### config.mk
export PLATFORM = sky130hd
export DESIGN_NAME = keypad_scanner
export DESIGN_NICKNAME = d
export VERILOG_FILES = /design/src/rtl/keypad_scanner.sv
export SDC_FILE = /design/constraint.sdc
export NUM_CORES = 1
export LEC_CHECK = 0
export ABC_AREA = 1
export BUFFER_PORTS_ARGS = -buffer_cell sky130_fd_sc_hd__buf_2
export CORE_ASPECT_RATIO = 0.9
export CORE_MARGIN = 4
export CORE_UTILIZATION = 65
export DETAILED_ROUTE_END_ITERATION = 16
export PLACE_DENSITY = 0.85
export SETUP_SLACK_MARGIN = 0.2
export SLEW_MARGIN = 0
export SYNTH_ARGS = -nofsm -noshare
export SYNTH_HDL_FRONTEND = slang
export SYNTH_SLANG_ARGS = --single-unit
### constraint.sdc
create_clock -name clk -period 8.4 [get_ports clk]
set_input_delay 1.68 -clock clk [delete_from_list [all_inputs] [get_ports clk]]
set_output_delay 1.68 -clock clk [all_outputs]
set_load 0.01 [all_outputs]
### src/rtl/keypad_scanner.sv
`default_nettype none
// ============================================================================
//  Module   : keypad_scanner
//  Function : 4x4 key-matrix column scanner with sweep-level debounce and a
//             one-entry read buffer. Define KEYPAD_REPEAT_EN for auto-repeat.
//  Revision : 1.0 - initial release
// ============================================================================
module keypad_scanner #(
    parameter int SCAN_DIV       = 5000,
    parameter int DEBOUNCE_SCANS = 4,
    parameter int REPEAT_SCANS   = 32
) (
    input  logic       clk,
    input  logic       rst,
    input  logic [3:0] key_row,
    output logic [3:0] key_col,
    output logic [3:0] key_code,
    output logic       key_valid,
    input  logic       key_rd,
    output logic       key_held,
    output logic       overrun
);

    localparam int c_DWELL_W = (SCAN_DIV > 1) ? $clog2(SCAN_DIV) : 1;
    localparam int c_CNT_W   = $clog2(DEBOUNCE_SCANS + 1);
    localparam logic [c_DWELL_W-1:0] c_DWELL_LAST = c_DWELL_W'(SCAN_DIV - 1);
    localparam logic [c_CNT_W-1:0]   c_DEB_MAX    = c_CNT_W'(DEBOUNCE_SCANS);

    typedef enum logic [1:0] {
        ST_SCAN     = 2'd0,
        ST_DEBOUNCE = 2'd1,
        ST_PRESSED  = 2'd2
    } state_t;

    generate
        if (SCAN_DIV < 2) begin : g_chk_scan_div
            $error("keypad_scanner: SCAN_DIV must be >= 2");
        end
        if (DEBOUNCE_SCANS < 1) begin : g_chk_debounce
            $error("keypad_scanner: DEBOUNCE_SCANS must be >= 1");
        end
        if (REPEAT_SCANS < 1) begin : g_chk_repeat
            $error("keypad_scanner: REPEAT_SCANS must be >= 1");
        end
    endgenerate

    // Synchronizer resets to the released (all-high) level so no phantom press
    // is seen in the first sweep after reset.
    logic [3:0] r_row_meta;
    logic [3:0] r_row_sync;

    always_ff @(posedge clk) begin
        if (rst) begin
            r_row_meta <= 4'hF;
            r_row_sync <= 4'hF;
        end else begin
            r_row_meta <= key_row;
            r_row_sync <= r_row_meta;
        end
    end

    logic [c_DWELL_W-1:0] r_dwell;
    logic [1:0]           r_col;
    logic                 w_sample;
    logic                 w_eval;

    assign w_sample = (r_dwell == c_DWELL_LAST);
    assign w_eval   = w_sample && (r_col == 2'd3);
    assign key_col  = ~(4'b0001 << r_col);

    always_ff @(posedge clk) begin
        if (rst) begin
            r_dwell <= '0;
            r_col   <= 2'd0;
        end else if (w_sample) begin
            r_dwell <= '0;
            r_col   <= r_col + 2'd1;
        end else begin
            r_dwell <= r_dwell + c_DWELL_W'(1);
        end
    end

    // Per-sweep hit accumulation: hits saturates at 2, meaning "two or more".
    logic [1:0] r_acc_hits;
    logic [3:0] r_acc_code;
    logic [3:0] w_col_low;
    logic [2:0] w_col_ones;
    logic [1:0] w_col_row;
    logic [2:0] w_sum;
    logic [1:0] w_hits;
    logic [3:0] w_code;
    logic       w_none;
    logic       w_single;

    always_comb begin
        w_col_low  = ~r_row_sync;
        w_col_ones = 3'd0;
        w_col_row  = 2'd0;
        for (int r = 0; r < 4; r++) begin
            if (w_col_low[r]) begin
                w_col_ones = w_col_ones + 3'd1;
                w_col_row  = 2'(r);
            end
        end
        w_sum    = {1'b0, r_acc_hits} + w_col_ones;
        w_hits   = (w_sum >= 3'd2) ? 2'd2 : w_sum[1:0];
        w_code   = (r_acc_hits == 2'd1) ? r_acc_code : {w_col_row, r_col};
        w_none   = (w_hits == 2'd0);
        w_single = (w_hits == 2'd1);
    end

    always_ff @(posedge clk) begin
        if (rst) begin
            r_acc_hits <= 2'd0;
            r_acc_code <= 4'd0;
        end else if (w_eval) begin
            r_acc_hits <= 2'd0;
            r_acc_code <= 4'd0;
        end else if (w_sample) begin
            r_acc_hits <= w_hits;
            r_acc_code <= w_code;
        end
    end

    state_t             r_state;
    state_t             w_state_nxt;
    logic [3:0]         r_cand;
    logic [3:0]         w_cand_nxt;
    logic [c_CNT_W-1:0] r_cnt;
    logic [c_CNT_W-1:0] w_cnt_nxt;
    logic [c_CNT_W-1:0] w_cnt_inc;
    logic [c_CNT_W-1:0] r_rel_cnt;
    logic [c_CNT_W-1:0] w_rel_nxt;
    logic [c_CNT_W-1:0] w_rel_inc;
    logic               w_load;
    logic [3:0]         w_load_code;

    always_ff @(posedge clk) begin
        if (rst) begin
            r_state   <= ST_SCAN;
            r_cand    <= 4'd0;
            r_cnt     <= '0;
            r_rel_cnt <= '0;
        end else begin
            r_state   <= w_state_nxt;
            r_cand    <= w_cand_nxt;
            r_cnt     <= w_cnt_nxt;
            r_rel_cnt <= w_rel_nxt;
        end
    end

    always_comb begin
        w_state_nxt = r_state;
        w_cand_nxt  = r_cand;
        w_cnt_nxt   = r_cnt;
        w_rel_nxt   = r_rel_cnt;
        w_load      = 1'b0;
        w_load_code = r_cand;
        w_cnt_inc   = (r_cnt == c_DEB_MAX) ? r_cnt : r_cnt + c_CNT_W'(1);
        w_rel_inc   = (r_rel_cnt == c_DEB_MAX) ? r_rel_cnt : r_rel_cnt + c_CNT_W'(1);
        if (w_eval) begin
            case (r_state)
                ST_SCAN: begin
                    if (w_single) begin
                        w_cand_nxt = w_code;
                        if (DEBOUNCE_SCANS == 1) begin
                            w_load      = 1'b1;
                            w_load_code = w_code;
                            w_rel_nxt   = '0;
                            w_state_nxt = ST_PRESSED;
                        end else begin
                            w_cnt_nxt   = c_CNT_W'(1);
                            w_state_nxt = ST_DEBOUNCE;
                        end
                    end
                end
                ST_DEBOUNCE: begin
                    if (w_single && (w_code == r_cand)) begin
                        w_cnt_nxt = w_cnt_inc;
                        if (w_cnt_inc == c_DEB_MAX) begin
                            w_load      = 1'b1;
                            w_rel_nxt   = '0;
                            w_cnt_nxt   = '0;
                            w_state_nxt = ST_PRESSED;
                        end
                    end else if (w_single) begin
                        w_cand_nxt = w_code;
                        w_cnt_nxt  = c_CNT_W'(1);
                    end else begin
                        w_cnt_nxt   = '0;
                        w_state_nxt = ST_SCAN;
                    end
                end
                ST_PRESSED: begin
                    if (w_none) begin
                        w_rel_nxt = w_rel_inc;
                        if (w_rel_inc == c_DEB_MAX) begin
                            w_rel_nxt   = '0;
                            w_cnt_nxt   = '0;
                            w_state_nxt = ST_SCAN;
                        end
                    end else begin
                        w_rel_nxt = '0;
                    end
                end
                default: begin
                    w_state_nxt = ST_SCAN;
                end
            endcase
        end
    end

    logic w_rep_load;

`ifdef KEYPAD_REPEAT_EN
    localparam int c_REP_W = $clog2(REPEAT_SCANS + 1);
    localparam logic [c_REP_W-1:0] c_REP_MAX = c_REP_W'(REPEAT_SCANS);

    logic [c_REP_W-1:0] r_rep_cnt;
    logic [c_REP_W-1:0] w_rep_nxt;
    logic [c_REP_W-1:0] w_rep_inc;

    // r_cand holds the accepted code for the whole time the key is held.
    always_comb begin
        w_rep_nxt  = r_rep_cnt;
        w_rep_load = 1'b0;
        w_rep_inc  = (r_rep_cnt == c_REP_MAX) ? r_rep_cnt : r_rep_cnt + c_REP_W'(1);
        if (w_load) begin
            w_rep_nxt = '0;
        end else if (w_eval && (r_state == ST_PRESSED)) begin
            if (w_single && (w_code == r_cand)) begin
                if (w_rep_inc == c_REP_MAX) begin
                    w_rep_load = 1'b1;
                    w_rep_nxt  = '0;
                end else begin
                    w_rep_nxt = w_rep_inc;
                end
            end else begin
                w_rep_nxt = '0;
            end
        end
    end

    always_ff @(posedge clk) begin
        if (rst) begin
            r_rep_cnt <= '0;
        end else begin
            r_rep_cnt <= w_rep_nxt;
        end
    end
`else
    assign w_rep_load = 1'b0;
`endif

    logic       w_buf_load;
    logic [3:0] w_buf_code;
    logic [3:0] r_key_code;
    logic       r_key_valid;
    logic       r_overrun;

    assign w_buf_load = w_load | w_rep_load;
    assign w_buf_code = w_load ? w_load_code : r_cand;

    // A load beats a same-cycle read; overrun only when the old code is lost.
    always_ff @(posedge clk) begin
        if (rst) begin
            r_key_code  <= 4'd0;
            r_key_valid <= 1'b0;
            r_overrun   <= 1'b0;
        end else if (w_buf_load) begin
            r_key_code  <= w_buf_code;
            r_key_valid <= 1'b1;
            if (r_key_valid && !key_rd) begin
                r_overrun <= 1'b1;
            end
        end else if (key_rd) begin
            r_key_valid <= 1'b0;
        end
    end

    assign key_code  = r_key_code;
    assign key_valid = r_key_valid;
    assign overrun   = r_overrun;
    assign key_held  = (r_state == ST_PRESSED);

endmodule
`default_nettype wire

# Word-level counts from Yosys, hierarchy flattened
# Index checks and enable logic that the tools add are counted.
classes:
  addsub: 8
  n_lt_le_gt_ge: 1
  eq_ne: 19
  shift: 1
  n_mux: 39
  n_bitwise: 2
  reduce_logical: 17
op_table:
  columns: ["cell", "count"]
  rows:
  - ["$mux 3", 14]
  - ["$mux 2", 9]
  - ["$add 3x1->3 const B", 5]
  - ["$add 13x1->13 const B", 1]
  - ["$eq 13x13->1 const B", 1]
  - ["$eq 3x3->1 const B", 4]
  - ["$mux 4", 3]
  - ["$mux 1", 9]
  - ["$pmux 3 s3", 1]
  - ["$ne 2x2->1 const B", 4]
  - ["$not 4->4", 2]
  - ["$pmux 4 s2", 1]
  - ["$eq 2x1->1 const B", 3]
  - ["$ne 3x3->1 const B", 2]
  - ["$pmux 2 s3", 1]
  - ["$pmux 3 s2", 1]
  - ["$reduce_and 6->1", 1]
  - ["$reduce_bool 2->1", 3]
  - ["$reduce_and 5->1", 1]
  - ["$eq 2x2->1 const B", 2]
  - ["$eq 4x4->1", 1]
  - ["$logic_not 2->1", 2]
  - ["$ne 2x1->1 const B", 2]
  - ["$reduce_and 4->1", 1]
  - ["other kinds (10)", 13]
word_totals:
  register_bits: 47
  inputBits: 7
  out_inout_bits: 11
  elab_cells: 100

# Longest topological paths before layout
logic_depth:
  depth_word: 17
  depth_mapped: 21
  mapped_depth_nobuf: 21

# Worst setup path before layout
# Ideal clock, no wire load.
synth_timing:
  kind: "reg2reg"
  start: "register r_row_sync[0]"
  end: "register r_cand[1]"
  setup_time_ns: 0.130
  t_arrival_ns: 2.693
  required_time_ns: 8.270
  path_slack_ns: 5.577
  path_stages_with_launch: 18
  path_buffers: 0
  period_less_slack_ns: 2.823
  cell_sequence: "dfxtp_1 > inv_1 > ha_1 > xnor2_1 > ha_1 > nor2_1 > a21oi_1 > fa_1 > inv_1 > nand3_1 > nand2_1 > nand2_1 > nand2_1 > nand3_1 > nor2_2 > nand2_2 > a21oi_1 > nor3_2"
synth_between:
  elab_chain_len: 15
  elab_cells_between_ends: 18
  classes_between: "add/sub: 4; order compare: 1; eq/ne: 2; mux: 8; bitwise: 1; reduce/logical: 2"
synth_rtl:
  columns: ["element", "line_no", "source"]
  rows:
  - ["from (decl)", "50", "logic [3:0] r_row_sync;"]
  - ["from (signal assigned)", "58", "r_row_sync <= r_row_meta;"]
  - ["$not 4->4 *", "96", "w_col_low = ~r_row_sync;"]
  - ["$mux 1 *", "100", "if (w_col_low[r]) begin"]
  - ["$add 3x1->3", "101", "w_col_ones = w_col_ones + 3'd1;"]
  - ["$mux 3 *", "100", null]
  - ["$add 3x1->3", "101", null]
  - ["$mux 3 *", "100", null]
  - ["$add 3x1->3", "101", null]
  - ["$mux 3 *", "100", null]
  - ["$add 2x3->3 *", "105", "w_sum = {1'b0, r_acc_hits} + w_col_ones;"]
  - ["$ge 3x2->1", "106", "w_hits = (w_sum >= 3'd2) ? 2'd2 : w_sum[1:0];"]
  - ["$mux 2 *", "106", null]
  - ["$eq 2x1->1 *", "109", "w_single = (w_hits == 2'd1);"]
  - ["$mux 4 or $logic_and 1x1->1 (tied branches)", null, null]
  - ["$mux 4 or $ne 2x2->1 (tied branches)", null, null]
  - ["$pmux 4 s2 or $reduce_and 3->1 (tied branches)", null, null]
  - ["to (signal assigned)", "146", "r_cand <= w_cand_nxt;"]
  - ["to (decl)", "127", "logic [3:0] r_cand;"]
# Mark *: on every way between the ends. The rest lies on a longest branch, timed or not. The select of a mux whose other input is x is not followed.
# A chain may end at the register's enable or synchronous reset.

# Final worst setup path
layout_timing:
  start: "register r_row_sync[1]"
  end: "register r_state[0]"
layout_between:
  elab_chain_len: 13
  elab_cells_between_ends: 24
  classes_between: "add/sub: 3; order compare: 1; eq/ne: 6; mux: 10; bitwise: 1; reduce/logical: 3"
layout_rtl:
  columns: ["element", "line_no", "source"]
  rows:
  - ["$not 4->4 *", "96", null]
  - ["$mux 3", "100", null]
  - ["$add 3x1->3", "101", null]
  - ["$mux 3", "100", null]
  - ["$add 3x1->3", "101", null]
  - ["$mux 3", "100", null]
  - ["$add 2x3->3", "105", null]
  - ["$ge 3x2->1", "106", null]
  - ["$mux 2", "106", null]
  - ["$eq 2x1->1", "109", null]
  - ["$logic_and 1x1->1", "178", "if (w_single && (w_code == r_cand)) begin"]
  - ["$ne 3x3->1 (no source line) or $mux 2 (tied branches)", null, null]
  - ["$reduce_and 6->1 (no source line) or $pmux 2 s3 (tied branches)", null, null]
  - ["to (signal assigned)", "145", "r_state <= w_state_nxt;"]
  - ["to (decl)", "125", "state_t r_state;"]
# Mark *: on every way between the ends. The rest lies on a longest branch, timed or not.

==> results_dict.tcl <==
set metrics [dict create \
    vias 2358 \
    slew_headroom_pct 54.64 \
    fin_skew_ns 0.006831 \
    cts_made_buffers 5 \
    yosysWarnings 0 \
    drt_iter0_drc 117 \
    initial_utilization_pct 67.01 \
    clk_pin_slew_ns 0.09 \
    arrival_ns 3.38 \
    ant_nets 0 \
    synthTopCellsByCount "83 x nand2_1, 47 x dfxtp_1, 45 x nor2_1" \
    dieHeight_um 69.49 \
    p_leak_nw 1.300 \
    synthTopCellsByArea "dfxtp_1 34%, nand2_1 11%, ha_1 8.7%" \
    yosysTopAreaCellShare_pct 34.46 \
    finalMaxSlewViolations 0 \
    yosysSeqAreaShare_pct 34.46 \
    htree_levels 2 \
    ys_ff_latch 47 \
    place_congestion 0.8627 \
    placed_area_um2 2841 \
    antenna_found_initial 0 \
    cts_tree "yes" \
    fmax_mhz 315.6 \
    gr-usage-all-layers_pct 20.60 \
    ctsHoldBuffers 0 \
    cts_buffer_depth 2 \
    cts-root-buf "clkbuf_8" \
    ios 18 \
    run_status "complete, no violations" \
    clock_sinks 47 \
    syn_to_final_growth_pct 7.379 \
    hold_class "register to register" \
    crit_path_top_delay_cell "fa_1" \
    crit_type "register to register" \
    firstDrtPassIters 4 \
    drc 0 \
    end_kind "register" \
    grt_pass1_wl_mm 9.135 \
    final.min_clock_period_ns 3.168 \
    ys.flop_type "dfxtp_1" \
    postCtsSetupBuffers 0 \
    clock_latency_ns 0.31 \
    path_cells "inv_1, ha_1, xnor2_1, ha_1, nor2_1, a21oi_1, fa_1, inv_1, nand3_1, nand2_1, nand2_1, nand2_1, nand3_1, nand2_1, nand2_1, nor2_1, nand2_1, o21bai_1, nor2_1" \
    maxCapViolations 0 \
    die-area_um2 5303 \
    placementRows 22 \
    design_area_um2 2932 \
    avgSynthCellArea_um2 7.166 \
    grt_start_max_net_pins 17 \
    synth.most_common_cell "nand2_1" \
    cp_top_family "simple AND/OR/NAND/NOR gates" \
    diodes 0 \
    critical-path-max-stage-delay_ns 0.43 \
    worst_path_most_repeated_cell "nand2_1" \
    dp_hpwl_mm 3.902 \
    dieWidth_um 76.32 \
    routed_wl_mm 5.104 \
    syn-num-nets 408 \
    wl_per_cell_um 11.39 \
    syn-cell-area_um2 2730 \
    path_buf_inv 2 \
    rsz0062_at_grt "no" \
    drive_gt1_share_pct 16.25 \
    cp_max_fo 3 \
    post-route-period-util_pct 37.72 \
    via_per_inst 5.263 \
    power.density_nw_per_um2 134.6 \
    grt_pass1_vias 2264 \
    start_kind "register" \
    hold_violations 0 \
    yosysTopAreaCell "dfxtp_1" \
    setup_viol 0 \
    ys_types 35 \
    synthArstFlopShare_pct 0 \
    overflow 0 \
    synth-edff-count 0 \
    io_buffers 17 \
    nets 426 \
    synthCells 381 \
    timing.setup.tns_ns 0 \
    core_um2 4074 \
    tightestPinTransition_ns 0.6733 \
    cp.required_ns 8.61 \
    post_cts_resized 0 \
    max-vdd-ir-drop_uv 92.09 \
]
-- stage by stage --
stage          hold slack [ns]  setup WS [ns]  cells  power, mW  utilization [%]
6_report                0.4145          5.232    448     0.3947            71.96
5_1_grt                 0.4371          4.876    448     0.4123            71.96
4_1_cts                 0.4157          5.236    448     0.3969            71.96
3_5_place_dp            0.3940          5.264    440     0.2606            69.75
3_3_place_gp            0.3904          5.314    440     0.2598            69.75
2_1_floorplan           0.3895          5.577    381     0.2551                -
-- cells by family (layout without fill, tap and decap cells) --
kind of cell / after synthesis / after routing / synth area share [%]
compound gates: 48 / 48 / 9.303
xor+xnor: 6 / 6 / 1.925
fa+ha+maj: 20 / 20 / 9.441
buf+inv: 53 / 72 / 7.791
flops: 47 / 47 / 34.46
simple gates: 207 / 207 / 37.08
-- worst paths after layout --
kind / startpoint / end / slack (ns) / cells past startpoint
worst max-delay path: r_row_sync[1] / r_state[0] / 5.23 / 19
worst min register to register: r_row_meta[2] / r_row_sync[2] / 0.41 / 1
worst min-delay path: r_row_meta[2] / r_row_sync[2] / 0.41 / 1
worst max register to register: r_row_sync[1] / r_state[0] / 5.23 / 19
-- report_power, final --
group	internal (mW)	switching, mW	total, mW
clock	0.0598	0.0793	0.139
combinational	0.0102	0.0178	0.0280
sequential	0.226	0.00201	0.228
-- flip-flops by register name, indices dropped and copies added, names as in the netlist --
name / flops
r_dwell: 13
key_code: 4
r_acc_code: 4
r_cand: 4
r_row_meta: 4
r_row_sync: 4
r_cnt: 3
r_rel_cnt: 3
r_acc_hits: 2
r_col: 2
r_state: 2
key_valid: 1
overrun: 1
-- worst register-to-register path: stages (launching register included) --
cell and delay (ns):
dfxtp_1 0.36, inv_1 0.09, ha_1 0.32, xnor2_1 0.25, ha_1 0.28, nor2_1 0.09
a21oi_1 0.06, fa_1 0.43, inv_1 0.07, nand3_1 0.11, nand2_1 0.11, nand2_1 0.05
nand2_1 0.09, nand3_1 0.14, nand2_1 0.12, nand2_1 0.05, nor2_1 0.14, nand2_1 0.10
o21bai_1 0.17, nor2_1 0.06
-- cell usage in the layout (no fill, tap or decap), drive strengths merged --
| cell | Yosys | final |
|---|---|---|
| nand2 | 96 | 96 |
| nor2 | 53 | 53 |
| dfxtp | 47 | 47 |
| inv | 47 | 47 |
| nand3 | 29 | 29 |
| a21oi | 28 | 28 |
| ha | 19 | 19 |
| buf | 3 | 17 |
| o21ai | 14 | 14 |
| or2 | 10 | 10 |
| nor3 | 10 | 10 |
| nor3b | 6 | 6 |
| clkbuf | 3 | 6 |
| xor2 | 5 | 5 |
| nand4 | 3 | 3 |
| a211oi | 3 | 3 |
| clkinv | 0 | 2 |
| xnor2 | 1 | 1 |
| a31oi | 1 | 1 |
| o21a | 1 | 1 |
| o21bai | 1 | 1 |
| fa | 1 | 1 |
-- layout make-up --
cell class	count	area [um^2]
Timing Repair Buffer	17	85.08
Sequential cell	47	940.9
Clock buffer	6	72.57
Multi-Input combinational cell	281	1577
Clock inverter	2	17.52
Fill cell	331	1142
Inverter	47	178.9
Tap cell	48	60.06
-- layer usage --
metal	track usage, %	part of all wire, %	vias to the layer above
met5	0	0	-
met4	7.042	1.6	0
met3	5.844	3.9	9
met2	36.78	50	33
met1	23.50	45	1065
li1	-	-	1251
Power figures use the tool's default switching activity.
